`src/rtl/ysyx_22040237_mem_arb.sv`:
```
// rtl/ysyx_22040237_mem_arb.sv - fetch/load-store memory arbiter with response watchdog
// Optional macro ARB_RR_EN: round-robin arbitration (default build: fixed priority, LS over IF).
module ysyx_22040237_mem_arb #(
    parameter int ADDR_W  = 32,
    parameter int DATA_W  = 64,
    parameter int TIMEOUT = 255
) (
    input  logic                  clk,
    input  logic                  rst,
    input  logic                  if_req_valid,
    input  logic [ADDR_W-1:0]     if_req_addr,
    output logic                  if_req_ready,
    output logic                  if_rsp_valid,
    output logic [DATA_W-1:0]     if_rsp_data,
    input  logic                  ls_req_valid,
    input  logic                  ls_req_wen,
    input  logic [ADDR_W-1:0]     ls_req_addr,
    input  logic [DATA_W-1:0]     ls_req_wdata,
    input  logic [DATA_W/8-1:0]   ls_req_wmask,
    output logic                  ls_req_ready,
    output logic                  ls_rsp_valid,
    output logic [DATA_W-1:0]     ls_rsp_data,
    output logic                  mem_req_valid,
    input  logic                  mem_req_ready,
    output logic                  mem_req_wen,
    output logic [ADDR_W-1:0]     mem_req_addr,
    output logic [DATA_W-1:0]     mem_req_wdata,
    output logic [DATA_W/8-1:0]   mem_req_wmask,
    input  logic                  mem_rsp_valid,
    input  logic [DATA_W-1:0]     mem_rsp_data,
    output logic                  busy,
    output logic                  timeout_err
);
    localparam logic [1:0] S_IDLE = 2'd0;
    localparam logic [1:0] S_HOLD = 2'd1;
    localparam logic [1:0] S_WAIT = 2'd2;
    localparam logic OWN_IF = 1'b0;
    localparam logic OWN_LS = 1'b1;
    localparam int CNT_W = (TIMEOUT > 0) ? $clog2(TIMEOUT + 1) : 1;
    localparam logic [CNT_W-1:0] CNT_LAST = CNT_W'((TIMEOUT > 0) ? TIMEOUT - 1 : 0);

    logic [1:0]       state_q, state_d;
    logic             owner_q, owner_d;
    logic [CNT_W-1:0] cnt_q, cnt_d;
    logic             err_q, err_d;
`ifdef ARB_RR_EN
    logic             last_q;
`endif

    logic grant_vld, grant, grant_if, grant_ls;
    logic hs, rsp_hit, expire;

    always_comb begin
        grant_vld = 1'b0;
        grant     = owner_q;
        case (state_q)
            S_IDLE: begin
                grant_vld = if_req_valid | ls_req_valid;
                if (if_req_valid && ls_req_valid) begin
`ifdef ARB_RR_EN
                    grant = ~last_q;
`else
                    grant = OWN_LS;
`endif
                end else begin
                    grant = ls_req_valid ? OWN_LS : OWN_IF;
                end
            end
            S_HOLD:  grant_vld = 1'b1;
            default: grant_vld = 1'b0;
        endcase
    end

    assign grant_if = grant_vld & (grant == OWN_IF);
    assign grant_ls = grant_vld & (grant == OWN_LS);
    assign hs       = grant_vld & mem_req_ready;

    // Fields are zeroed when nothing is granted so idle outputs never leak requester inputs.
    assign mem_req_valid = grant_vld;
    assign mem_req_wen   = grant_ls & ls_req_wen;
    assign mem_req_addr  = grant_ls ? ls_req_addr : (grant_if ? if_req_addr : '0);
    assign mem_req_wdata = grant_ls ? ls_req_wdata : '0;
    assign mem_req_wmask = grant_ls ? ls_req_wmask : '0;

    assign if_req_ready = mem_req_ready & grant_if;
    assign ls_req_ready = mem_req_ready & grant_ls;

    assign rsp_hit      = (state_q == S_WAIT) & mem_rsp_valid;
    assign if_rsp_valid = rsp_hit & (owner_q == OWN_IF);
    assign ls_rsp_valid = rsp_hit & (owner_q == OWN_LS);
    assign if_rsp_data  = if_rsp_valid ? mem_rsp_data : '0;
    assign ls_rsp_data  = ls_rsp_valid ? mem_rsp_data : '0;

    assign busy        = (state_q != S_IDLE);
    assign timeout_err = err_q;

    // A response in the final wait cycle wins over expiry.
    assign expire = (TIMEOUT != 0) && (state_q == S_WAIT) && !mem_rsp_valid && (cnt_q == CNT_LAST);

    always_comb begin
        state_d = state_q;
        owner_d = owner_q;
        cnt_d   = cnt_q;
        err_d   = err_q;
        case (state_q)
            S_IDLE: begin
                if (grant_vld) begin
                    owner_d = grant;
                    state_d = hs ? S_WAIT : S_HOLD;
                    cnt_d   = '0;
                end
            end
            S_HOLD: begin
                if (hs) begin
                    state_d = S_WAIT;
                    cnt_d   = '0;
                end
            end
            S_WAIT: begin
                if (rsp_hit) begin
                    state_d = S_IDLE;
                end else if (expire) begin
                    state_d = S_IDLE;
                    err_d   = 1'b1;
                end else begin
                    cnt_d = cnt_q + CNT_W'(1);
                end
            end
            default: state_d = S_IDLE;
        endcase
    end

    always_ff @(posedge clk or posedge rst) begin
        if (rst) begin
            state_q <= S_IDLE;
            owner_q <= OWN_IF;
            cnt_q   <= '0;
            err_q   <= 1'b0;
        end else begin
            state_q <= state_d;
            owner_q <= owner_d;
            cnt_q   <= cnt_d;
            err_q   <= err_d;
        end
    end

`ifdef ARB_RR_EN
    always_ff @(posedge clk or posedge rst) begin
        if (rst) begin
            last_q <= OWN_IF;
        end else if (hs) begin
            last_q <= grant;
        end
    end
`endif

endmodule
```
`config.mk`:
```
export PLATFORM = sky130hd
export DESIGN_NAME = ysyx_22040237_mem_arb
export DESIGN_NICKNAME = d
export VERILOG_FILES = /design/src/rtl/ysyx_22040237_mem_arb.sv
export SDC_FILE = /design/constraint.sdc
export NUM_CORES = 1
export LEC_CHECK = 0
export BUFFER_PORTS_ARGS = -buffer_cell sky130_fd_sc_hd__buf_4
export CORE_AREA = 2 2 174 176
export DETAILED_ROUTE_END_ITERATION = 10
export DIE_AREA = 0 0 176 178
export GPL_TIMING_DRIVEN = 0
export HOLD_SLACK_MARGIN = 0.12
export PLACE_DENSITY_LB_ADDON = 0.12
export SYNTH_ARGS = -nofsm -noshare
export SYNTH_HDL_FRONTEND = slang
export SYNTH_SLANG_ARGS = --single-unit
```
`constraint.sdc`:
```
create_clock -name clk -period 2 [get_ports clk]
set_clock_uncertainty 0.1 [all_clocks]
set_input_delay 0.4 -clock clk [delete_from_list [all_inputs] [get_ports clk]]
set_output_delay 0.4 -clock clk [all_outputs]
set_load 0.02 [all_outputs]
```
# Yosys cells after proc, flatten, opt, wreduce, memory -nomap -nowiden
# Index checks and enable logic that the tools add are counted.
# op_classes
n_addsub,1
n_eq_ne,8
bitwise,13
n_reduce_logical,11
muxes,21
# ops
op,n
64-bit 2-to-1 mux,3
32-bit 2-to-1 mux,2
8-bit 2-to-1 mux,5
8-bit one-hot mux with 3 select lines,1
2-bit 2-to-1 mux,5
1-bit bitwise AND,9
"8-bit by 1-bit adder with 8-bit output, second input constant",1
"8-bit equality test, second input constant",1
"2-bit != test, second input constant",4
2-bit one-hot mux with 3 select lines,1
3-bit AND reduction,2
5-bit AND reduction,1
1-bit logical AND,3
1-bit 2-to-1 mux,3
"3-bit != test, second input constant",1
1-bit inverter,3
3-bit nonzero test,1
"2-bit by 1-bit equality test with 1-bit output, second input constant",1
"2-bit equality test, second input constant",1
2-bit logical NOT,1
1-bit one-hot mux with 2 select lines,1
2-bit AND reduction,1
2-bit nonzero test,1
1-bit logical NOT,1
1-bit OR,1
# totals
input_bits,207
regBits,12
wordCells,58
output_inout_bits,240

# Depth between registers and ports, before layout
# Gate-level depths: netlist of the first run.
# depth
word_depth,7
depth_mapped,7
mapped_depth_nobuf,6

# Worst setup path before layout of the first run
# Ideal clock, no wire load.
# synth_path
path_kind,reg-to-output
from,register state_q[0]
to,output ls_rsp_data[54]
arrival_ns,1.559
t_required_ns,1.500
stages_incl_launch_ff,6
slack_ns,-0.059
n_path_buf,2
path_cell_list,dfrtp_1 buf_6 and2b_1 and3_1 clkbuf_1 and2_1
# synth_between
elab_chain_len,4
# synth_lines
item,line,text
"start, declared",42,"logic [1:0] state_q, state_d;"
"start signal, assigned",140,state_q <= state_d;
2-bit equality test,88,assign rsp_hit = (state_q == S_WAIT) & mem_rsp_valid;
1-bit bitwise AND,88,
1-bit bitwise AND,90,assign ls_rsp_valid = rsp_hit & (owner_q == OWN_LS);
via ls_rsp_valid,21,"output logic ls_rsp_valid,"
64-bit 2-to-1 mux,92,assign ls_rsp_data = ls_rsp_valid ? mem_rsp_data : '0;
"end, declared",22,"output logic [DATA_W-1:0] ls_rsp_data,"
# The timed path passes the listed nets, and every way through them passes these cells.

# Final worst setup path of the first run
# layout_path
from,register state_q[0]
to,output mem_req_addr[5]
# layout_between
elab_chain_len,6
word_cells_on_any_way,9
classes_between,eq/ne: 1; mux: 4; bitwise: 3; reduce/logical: 1
# layout_lines
item,line,text
branches (longest 5 deep; another with 32-bit 2-to-1 mux),-,
32-bit 2-to-1 mux *,81,assign mem_req_addr = grant_ls ? ls_req_addr : (grant_if ? if_req_addr : '0);
"end, declared",26,"output logic [ADDR_W-1:0] mem_req_addr,"
# Every way passes the cells marked *.

==> metrics.md, run 1 <==
| Metric | Value |
|---|---|
| Outcome | `complete, but fails checks` |
| Violated checks | `setup timing` |
| # rows | `63` |
| Top-count cell post-synth | `and2_1` |
| Yosys warnings | `0` |
| Worst slew pin tran | `0.501 ns` |
| Die W | `176 um` |
| P_leak | `4.52 nW` |
| Clock Path Buffers | `2` |
| Routed via count | `4382` |
| Kind of cell adding the most delay to the critical path | `buffers and inverters` |
| First-pass GRT wire length | `27.5 mm` |
| Max-cap viol count | `0` |
| Worst path most repeated cell | `buf_6` |
| Vias per cell | `3.57` |
| Worst min path class | `input port to register` |
| Worst Path Max Fanout | `7` |
| Overflow after GRT | `0` |
| RSZ-0062 raised after global routing | `yes` |
| Total power | `5.62 mW` |
| Metal2 WL | `12.5 mm` |
| Vias in the first global route | `4418` |
| Htree depth | `1` |
| WL/cell | `17.6 um` |
| TNS Setup | `-66.32 ns` |
| Clock share of power | `0.063` |
| Worst vdd ir | `306 uV` |
| Final nets | `1047` |
| Flops & latches, synth | `12` |
| Pwr per Cell Area | `628 mW/mm^2` |
| Net Count, Synth | `547` |
| Total length of routed met3 wires | `1.74 mm` |
| Crit path launch type | `register` |
| Switch Pwr | `2.24 mW` |
| Switching Fraction | `0.398` |
| Fin util | `0.304` |
| Avg Cell Area, Syn | `7.11 um^2` |
| Crit path required time | `1.50 ns` |
| Largest net degree at the start of global routing | `13` |
| Port-buffer cells | `446` |
| Initial antenna violation count | `2` |
| Top routing layer used | `met4` |
| Mapped cell area | `0.00240 mm^2` |
| ANT nets after route | `0` |
| Slowest stage cell, crit path | `a2111oi_4` |
| Ys flop type | `dfrtp_1` |
| Root buffer cell | `clkbuf_16` |
| Die area | `0.0313 mm^2` |
| Top cells by area, synth | `and2_1 (53%), dfrtp_1 (12%), a22o_1 (12%)` |
| Asr flop ratio synth | `1.00` |
| Flop pwr share | `0.054` |
| GRT Util Overall | `0.117` |
| Worst path cell trace | `buf_6 -> buf_6 -> a2111oi_4 -> buf_12 -> clkbuf_16 -> a22o_1 -> buf_6` |
| Clock slew at reported path FFs | `0.04 ns` |
| Fraction of layout cells with a size suffix above 1 | `0.886` |
| Relative slew slack | `0.665` |
| Initial Util | `0.0818` |
| Worst EP arrival | `1.88 ns` |
| Max incr delay on CP | `0.38 ns` |
| FMAX | `0.420 GHz` |
| Crit end category | `output port` |
| Post-layout min period | `2.38 ns` |
| Synthesis-to-layout area growth | `272%` |
| CTS tree | `yes` |
| Internal | `3.38 mW` |
| Wl on met1 | `6.92 mm` |
| # IOs | `447` |
| Drt first pass iters | `4` |
| Combinational share of power | `0.882` |
| Post-synth top area share | `0.525` |
| Placed cell area | `0.00634 mm^2` |
| Residual DRC | `0` |
| Period utilization | `1.19` |
| Hpwl dp | `17.3 mm` |
| Synth area leader | `and2_1` |
| Clk sinks | `12` |
| Final wirelength | `21.6 mm` |
| Hold Vio Cnt, Final | `0` |
| CTS Buf Count | `3` |
| Post-synthesis sequential area ratio | `0.125` |
| Pins Over Slew Limit | `0` |
| Syn Inst Count | `338` |
| Final WS setup | `-0.378 ns` |
| CORE AREA | `0.0294 mm^2` |
| Number of enable flip-flop cells after synthesis | `0` |
| Most frequent cells after synthesis | `and2_1 (202), a22o_1 (32), clkbuf_1 (22), dfrtp_1 (12), nand2_1 (9)` |
| Buf/Inv on CP | `5` |
| DR iter-0 viols | `78` |
| Clk_lat worst skew | `0.24 ns` |
| Crit Path Category | `register to output port` |
| Synth cell types | `36` |
| GP Congestion | `0.743` |
| Design area | `0.00895 mm^2` |
| Setup violators final | `236` |
| Die H | `178 um` |
-- layout by cell type, fill, tap and decap left out, types with 2 or more instances in the layout --
master,count
o211ai_1,2
a22o_4,3
buf_8,29
nor3_1,3
dfrtp_1,12
clkbuf_8,2
inv_1,5
and2_4,195
ha_1,2
o22a_1,2
buf_4,222
clkbuf_16,24
a22o_1,29
and2_1,4
nor2_1,6
buf_6,242
a21o_1,6
buf_12,8
nand2_1,8
nand3_1,4
and2_2,4
nor2_4,3
-- area by class of cell --
| class | count | area [um^2] |
|---|---|---|
| flip-flops and latches | 12 | 300 |
| diodes | 1 | 2.50 |
| multi-input cells | 291 | 2510 |
| fillers | 3137 | 20500 |
| well taps | 390 | 488 |
| repair buffers | 495 | 5000 |
| inverters | 5 | 18.8 |
| clock buffers | 3 | 75.1 |
| plain buffers | 30 | 551 |
-- sequential cells by signal, summed over array words and instances (netlist names) --
register / count
state_q: 2
cnt_q: 8
owner_q: 1
timeout_err: 1
-- metal layers --
metal  global-route usage  up-vias
li1                     -     2103
met2                0.249      284
met1                0.116     1976
met4               0.0217        0
met3               0.0222       19
met5                    0        -
-- worst reg2reg max path, delay by kind of cell (launching register included) --
| family | cells | cell delay [ns] |
|---|---|---|
| AOI/OAI and AO/OA | 3 | 0.72 |
| buffers and inverters | 2 | 0.29 |
| and+or+nand+nor | 1 | 0.28 |
| DFF | 1 | 0.36 |
-- through the flow --
step           std cells  hold WS (ns)  setup WS, ns
2_1_floorplan        338         0.165       -0.0177
3_3_place_gp        1174         0.353        -0.684
3_5_place_dp        1174         0.354        -0.663
4_1_cts             1210         0.269        -0.419
5_1_grt             1227         0.289        -0.463
6_report            1227         0.271        -0.378
-- timing repair --
| action | in CTS | in global routing |
|---|---|---|
| gates cloned | 14 | 11 |
| setup buffers | 18 | 6 |
| hold endpoints to repair | 12 | 0 |
| hold buffers | 1 | 0 |
| setup endpoints to repair | 237 | 244 |
| gates resized for setup | 332 | 236 |
| pin swaps | 82 | 72 |
-- power by group through the flow --
stage	Combinational (mW)	Sequential [mW]	Clock, mW
2_1_floorplan	1.62	0.295	0
3_3_place_gp	3.22	0.300	0
3_5_place_dp	3.18	0.300	0
4_1_cts	4.12	0.305	0.367
5_1_grt	5.21	0.310	0.376
6_report	4.96	0.304	0.357
-- kinds of logic (layout without fill, tap and decap cells) --
| group | after synthesis | after routing | synth area share |
|---|---|---|---|
| flops | 12 | 12 | 0.125 |
| other cells | 0 | 1 | 0 |
| simple gates | 236 | 236 | 0.598 |
| compound gates | 52 | 52 | 0.190 |
| buf+inv | 35 | 533 | 0.0718 |
| mux | 1 | 1 | 0.00416 |
| fa+ha+maj | 2 | 2 | 0.0104 |
-- worst paths after layout --
kind | cells past startpoint | to | startpoint | slack, ns
setup reg to reg | 6 | cnt_q[2] | state_q[0] | 0.12
setup / recovery | 7 | mem_req_addr[5] | state_q[0] | -0.38
min in group asynchronous | 3 | cnt_q[7] | rst | 0.65
hold / removal | 2 | state_q[0] | mem_req_ready | 0.27
max in group asynchronous | 3 | state_q[1] | rst | 0.81
hold reg to reg | 1 | timeout_err | timeout_err | 0.35
No activity file was read; power rests on OpenSTA's default activity.
==> run 2: changes to the inputs <==
Settings changed: SKIP_CTS_REPAIR_TIMING set to 1.
Clock period 2 ns to 2.65 ns, I/O delays scaled along.
==> run 2 against run 1 <==
Compared with the run above:
- clock power fell by 24%
- sequential cell count unchanged
- the flow now finishes without violations
- utilization decreased by 8.6 points
- register-to-register slack better by 0.64 ns
- final area shrank 28%
- critical path type unchanged
- critical path depth unchanged
- global-route usage is 0.66 points higher
- cell count shrank 3.4%
- sequential share of layout area grew 1.3 points
- die area unchanged
==> metrics.md, run 2 (synthesis gave the netlist of run 1 again) <==
| Metric | Value |
|---|---|
| Outcome | `completed` |
| Worst path cell trace | `buf_6 -> nor3_2 -> a2111oi_4 -> buf_4 -> buf_6 -> a22o_1 -> buf_4` |
| Clock Path Buffers | `2` |
| Die W | `176 um` |
| Hold Vio Cnt, Final | `0` |
| Period utilization | `0.971` |
| Most frequent cells in the layout | `buf_4 (450), and2_1 (202), a22o_1 (32)` |
| DR iter-0 viols | `55` |
| Pwr per Cell Area | `458 mW/mm^2` |
| Post-layout min period | `2.57 ns` |
| CTS Buf Count | `3` |
| Switch Pwr | `1.43 mW` |
| Flop pwr share | `0.078` |
| Crit end category | `output port` |
| Worst min path class | `input port to asynchronous set/reset pin` |
| Overflow after GRT | `0` |
| Worst slack, placed | `-0.227 ns` |
| Clk sinks | `12` |
| Clock share of power | `0.093` |
| # rows | `63` |
| Largest net degree at the start of global routing | `13` |
| FMAX | `0.389 GHz` |
| Total power | `2.94 mW` |
| Hold WS | `0.220 ns` |
| Die area | `0.0313 mm^2` |
| CTS tree | `yes` |
| CP Launch Point | `state_q[0]` |
| Worst EP arrival | `1.94 ns` |
| ANT nets after route | `0` |
| Combinational share of power | `0.829` |
| CORE AREA | `0.0294 mm^2` |
| Vias per cell | `3.45` |
| Slowest stage cell, crit path | `nor3_2` |
| Setup violators final | `0` |
| Pins Over Slew Limit | `0` |
| Max-cap viol count | `0` |
| Root buffer cell | `clkbuf_16` |
| Initial antenna violation count | `4` |
| WL/cell | `18.1 um` |
| Relative slew slack | `0.671` |
| Routed via count | `4089` |
| Port-buffer cells | `446` |
| GRT Util Overall | `0.124` |
| GP Congestion | `0.798` |
| Vias in the first global route | `4179` |
| Regs by FF count | `cnt_q: 8 flops, state_q: 2 flops` |
| Synthesis-to-layout area growth | `167%` |
| Most common cell after layout, fill and taps aside | `buf_4` |
| Worst Path Max Fanout | `10` |
| RSZ-0062 raised after global routing | `yes` |
| Final WS setup | `0.0774 ns` |
| Die H | `178 um` |
| First-pass GRT wire length | `28.5 mm` |
| Worst vdd ir | `217 uV` |
| Crit path launch type | `register` |
| Hpwl dp | `19.9 mm` |
| Final nets | `1002` |
| Worst slew pin tran | `0.493 ns` |
| Clock slew at reported path FFs | `0.04 ns` |
| Crit Path Category | `register to output port` |
| Clk_lat worst skew | `0.24 ns` |
| Initial Util | `0.0818` |
| Crit path required time | `2.02 ns` |
| Max reg flops | `8` |
| Largest register by flop count | `cnt_q` |
| Worst R2R Start | `state_q[0]` |
| # IOs | `447` |
| Fin util | `0.219` |
| Switching Fraction | `0.487` |
| Htree depth | `1` |
| P_leak | `3.54 nW` |
| Internal | `1.51 mW` |
| Residual DRC | `0` |
| Final wirelength | `21.5 mm` |
| Max incr delay on CP | `0.39 ns` |
| Fraction of layout cells with a size suffix above 1 | `0.623` |
| Drt first pass iters | `4` |
## run 2: cell count changes in the layout (fill, tap and decap cells not counted), sizes merged
cell / delta
diode: +3
buf: -43
dlygate4sd3: -1
clkbuf: -1
## run 2: routing by layer
layer,vias to the layer above,track usage,wire length [um]
met5,-,0,0
met4,0,0.0317,511
met3,12,0.0401,2160
met2,272,0.263,12400
met1,1792,0.110,6450
li1,2013,-,-
## run 2: layout make-up
class / instances / area (um^2)
fillers: 3379 / 23000
repair buffers: 450 / 3380
multi-input cells: 291 / 1950
well taps: 390 / 488
flip-flops and latches: 12 / 302
plain buffers: 30 / 210
clock buffers: 3 / 75.1
inverters: 5 / 18.8
diodes: 4 / 10.0
## run 2: path summary, 6_finish.rpt
| check | to | slack [ns] | depth (start not counted) |
|---|---|---|---|
| setup reg to reg | cnt_q[2] | 0.76 | 5 |
| max in group asynchronous | owner_q | 1.87 | 2 |
| hold / removal | state_q[0] | 0.22 | 2 |
| min in group clk | timeout_err | 0.36 | 1 |
| setup / recovery | mem_req_addr[27] | 0.08 | 7 |
| hold reg to reg | timeout_err | 0.36 | 1 |
## run 2: critical path, delay by kind of cell, from the launching register on
| family | cells | cell delay (ns) |
|---|---|---|
| flip-flops | 1 | 0.36 |
| AND/OR/NAND/NOR | 1 | 0.39 |
| buffers and inverters | 4 | 0.65 |
| AO/OA/AOI/OAI | 2 | 0.28 |
## run 2: through the flow
step | instances | setup TNS, ns | instance area, um^2
CTS | 1177 | -48.78 | 6320
floorplan | 338 | 0 | 2400
finish | 1185 | 0 | 6430
global placement | 1174 | -10.99 | 6240
global route | 1185 | -0.0274 | 6430
detailed placement | 1174 | -8.19 | 6240
## run 2: power by group through the flow
stage	combinational (mW)	sequential (mW)	clock, mW
final	2.44	0.230	0.272
after global routing	2.61	0.232	0.286
after CTS	2.45	0.227	0.278
after detailed placement	2.45	0.230	0
after global placement	2.47	0.229	0
after floorplan	1.20	0.223	0
==> run 3: changes to the inputs <==
Settings changed: CELL_PAD_IN_SITES_DETAIL_PLACEMENT set to 0, CELL_PAD_IN_SITES_GLOBAL_PLACEMENT set to 1.
Clock period 2.65 ns to 2.5 ns, I/O delays scaled along.
==> run 3 against run 2 <==
Compared with the run above:
- non-clock buffer count is 13 higher
- cell count is 0.84% higher
- critical path depth is 1 higher
- count of clock-buffer cells in the layout is 1 higher
- global-route usage is 1.0 points lower
- critical path type unchanged
==> metrics.md, run 3 (synthesis gave the netlist of run 1 again) <==
| Metric | Value |
|---|---|
| Total power | `3.32 mW` |
| Crit path launch type | `register` |
| WL/cell | `16.8 um` |
| CTS tree | `yes` |
| Largest register by flop count | `cnt_q` |
| Outcome | `completed` |
| Clock Path Buffers | `2` |
| Internal | `1.77 mW` |
| First-pass GRT wire length | `26.6 mm` |
| Routed via count | `4105` |
| Clk sinks | `12` |
| Final nets | `1015` |
| Initial Util | `0.0818` |
| Fin util | `0.230` |
| Design area | `0.00677 mm^2` |
| FMAX | `0.408 GHz` |
| Initial antenna violation count | `0` |
| Critical register-to-register path endpoint | `cnt_q[2]` |
| Placed cell area | `0.00624 mm^2` |
| Synthesis-to-layout area growth | `181%` |
| # IOs | `447` |
| Max-cap viol count | `0` |
| Switch Pwr | `1.54 mW` |
| Relative slew slack | `0.671` |
| Overflow after GRT | `0` |
| ANT nets after route | `0` |
| Worst Path Max Fanout | `7` |
| Root buffer cell | `clkbuf_16` |
| CORE AREA | `0.0294 mm^2` |
| Pwr per Cell Area | `490 mW/mm^2` |
| Worst vdd ir | `266 uV` |
| Clock share of power | `0.100` |
| Vias per cell | `3.44` |
| Worst setup endpoint | `ls_rsp_data[0]` |
| Largest net degree at the start of global routing | `13` |
| Worst slack, placed | `-0.329 ns` |
| GP Congestion | `0.733` |
| Final WS setup | `0.0478 ns` |
| Vias in the first global route | `4147` |
| Worst R2R Start | `state_q[0]` |
| Setup violators final | `0` |
| Worst slew pin tran | `0.492 ns` |
| Combinational share of power | `0.826` |
| # rows | `63` |
| CTS Buf Count | `3` |
| Max reg flops | `8` |
| Fillers | `3344` |
| Switching Fraction | `0.465` |
| Pins Over Slew Limit | `0` |
| Clock slew at reported path FFs | `0.05 ns` |
| Final std cells w/o fill | `1195` |
| Worst-case reg-to-reg path depth | `5` |
| Hpwl dp | `18.1 mm` |
| Htree depth | `1` |
| Hold Vio Cnt, Final | `0` |
| Die area | `0.0313 mm^2` |
| DR iter-0 viols | `88` |
| Regs by FF count | `cnt_q: 8 flops, state_q: 2 flops` |
| Ant. Diodes | `0` |
| CP Launch Point | `state_q[0]` |
| Most frequent cells in the layout | `buf_4 (450), and2_1 (196), a22o_1 (32)` |
| RSZ-0062 raised after global routing | `yes` |
| Clk_lat worst skew | `0.24 ns` |
| Residual DRC | `0` |
| GRT Util Overall | `0.114` |
| Crit path required time | `1.90 ns` |
| Period utilization | `0.981` |
| Crit Path Category | `register to output port` |
| Crit end category | `output port` |
| Final wirelength | `20.1 mm` |
| Worst EP arrival | `1.85 ns` |
| Port-buffer cells | `446` |
| Worst min path class | `input port to asynchronous set/reset pin` |
| Flop pwr share | `0.074` |
| Most common cell after layout, fill and taps aside | `buf_4` |
| Drt first pass iters | `4` |
| TNS Setup | `0 ns` |
| Die W | `176 um` |
| Placed cell count | `1174` |
| Hold WS | `0.184 ns` |
| R2r setup slk | `0.58 ns` |
| Post-layout min period | `2.45 ns` |
| P_leak | `3.67 nW` |
| Fraction of layout cells with a size suffix above 1 | `0.640` |
| Die H | `178 um` |
## run 3: layout make-up
type | instances | area, um^2 | share of cell area
buffer | 30 | 330 | 0.0488
inverter | 5 | 18.8 | 0.00277
sequential | 12 | 300 | 0.0444
tap | 390 | 488 | 0.0721
timing repair buffer | 463 | 3550 | 0.524
clock buffer | 4 | 88.8 | 0.0131
multi-input combinational | 291 | 1990 | 0.295
## run 3: critical path, cell delays in order (launching register included)
cell and delay [ns]:
dfrtp_1 0.36, buf_6 0.14, and2b_4 0.28, and3_4 0.23, buf_12 0.11, buf_4 0.12, buf_4 0.11, and2_4 0.14
buf_6 0.11
## run 3: worst min-delay path by stage
stage                  end  slack [ns]  cells past startpoint
6_report        state_q[0]        0.18                      2
5_1_grt         state_q[0]        0.24                      2
4_1_cts           cnt_q[1]        0.23                      2
3_5_place_dp   timeout_err        0.36                      1
3_3_place_gp   timeout_err        0.36                      1
2_1_floorplan     cnt_q[0]        0.26                      1
## run 3: power by group through the flow
stage	clock network, mW	logic (mW)	registers, mW
2_1_floorplan	0	1.28	0.236
3_5_place_dp	0	2.57	0.241
4_1_cts	0.337	2.57	0.238
6_report	0.332	2.74	0.244
5_1_grt	0.356	2.93	0.248
3_3_place_gp	0	2.61	0.241
## run 3: metal layers
metal	global-route usage	wire, um	up-vias
met5	0	0	-
met4	0.0121	121	0
met3	0.0371	2050	4
met2	0.248	11900	266
met1	0.102	6040	1801
li1	-	-	2034
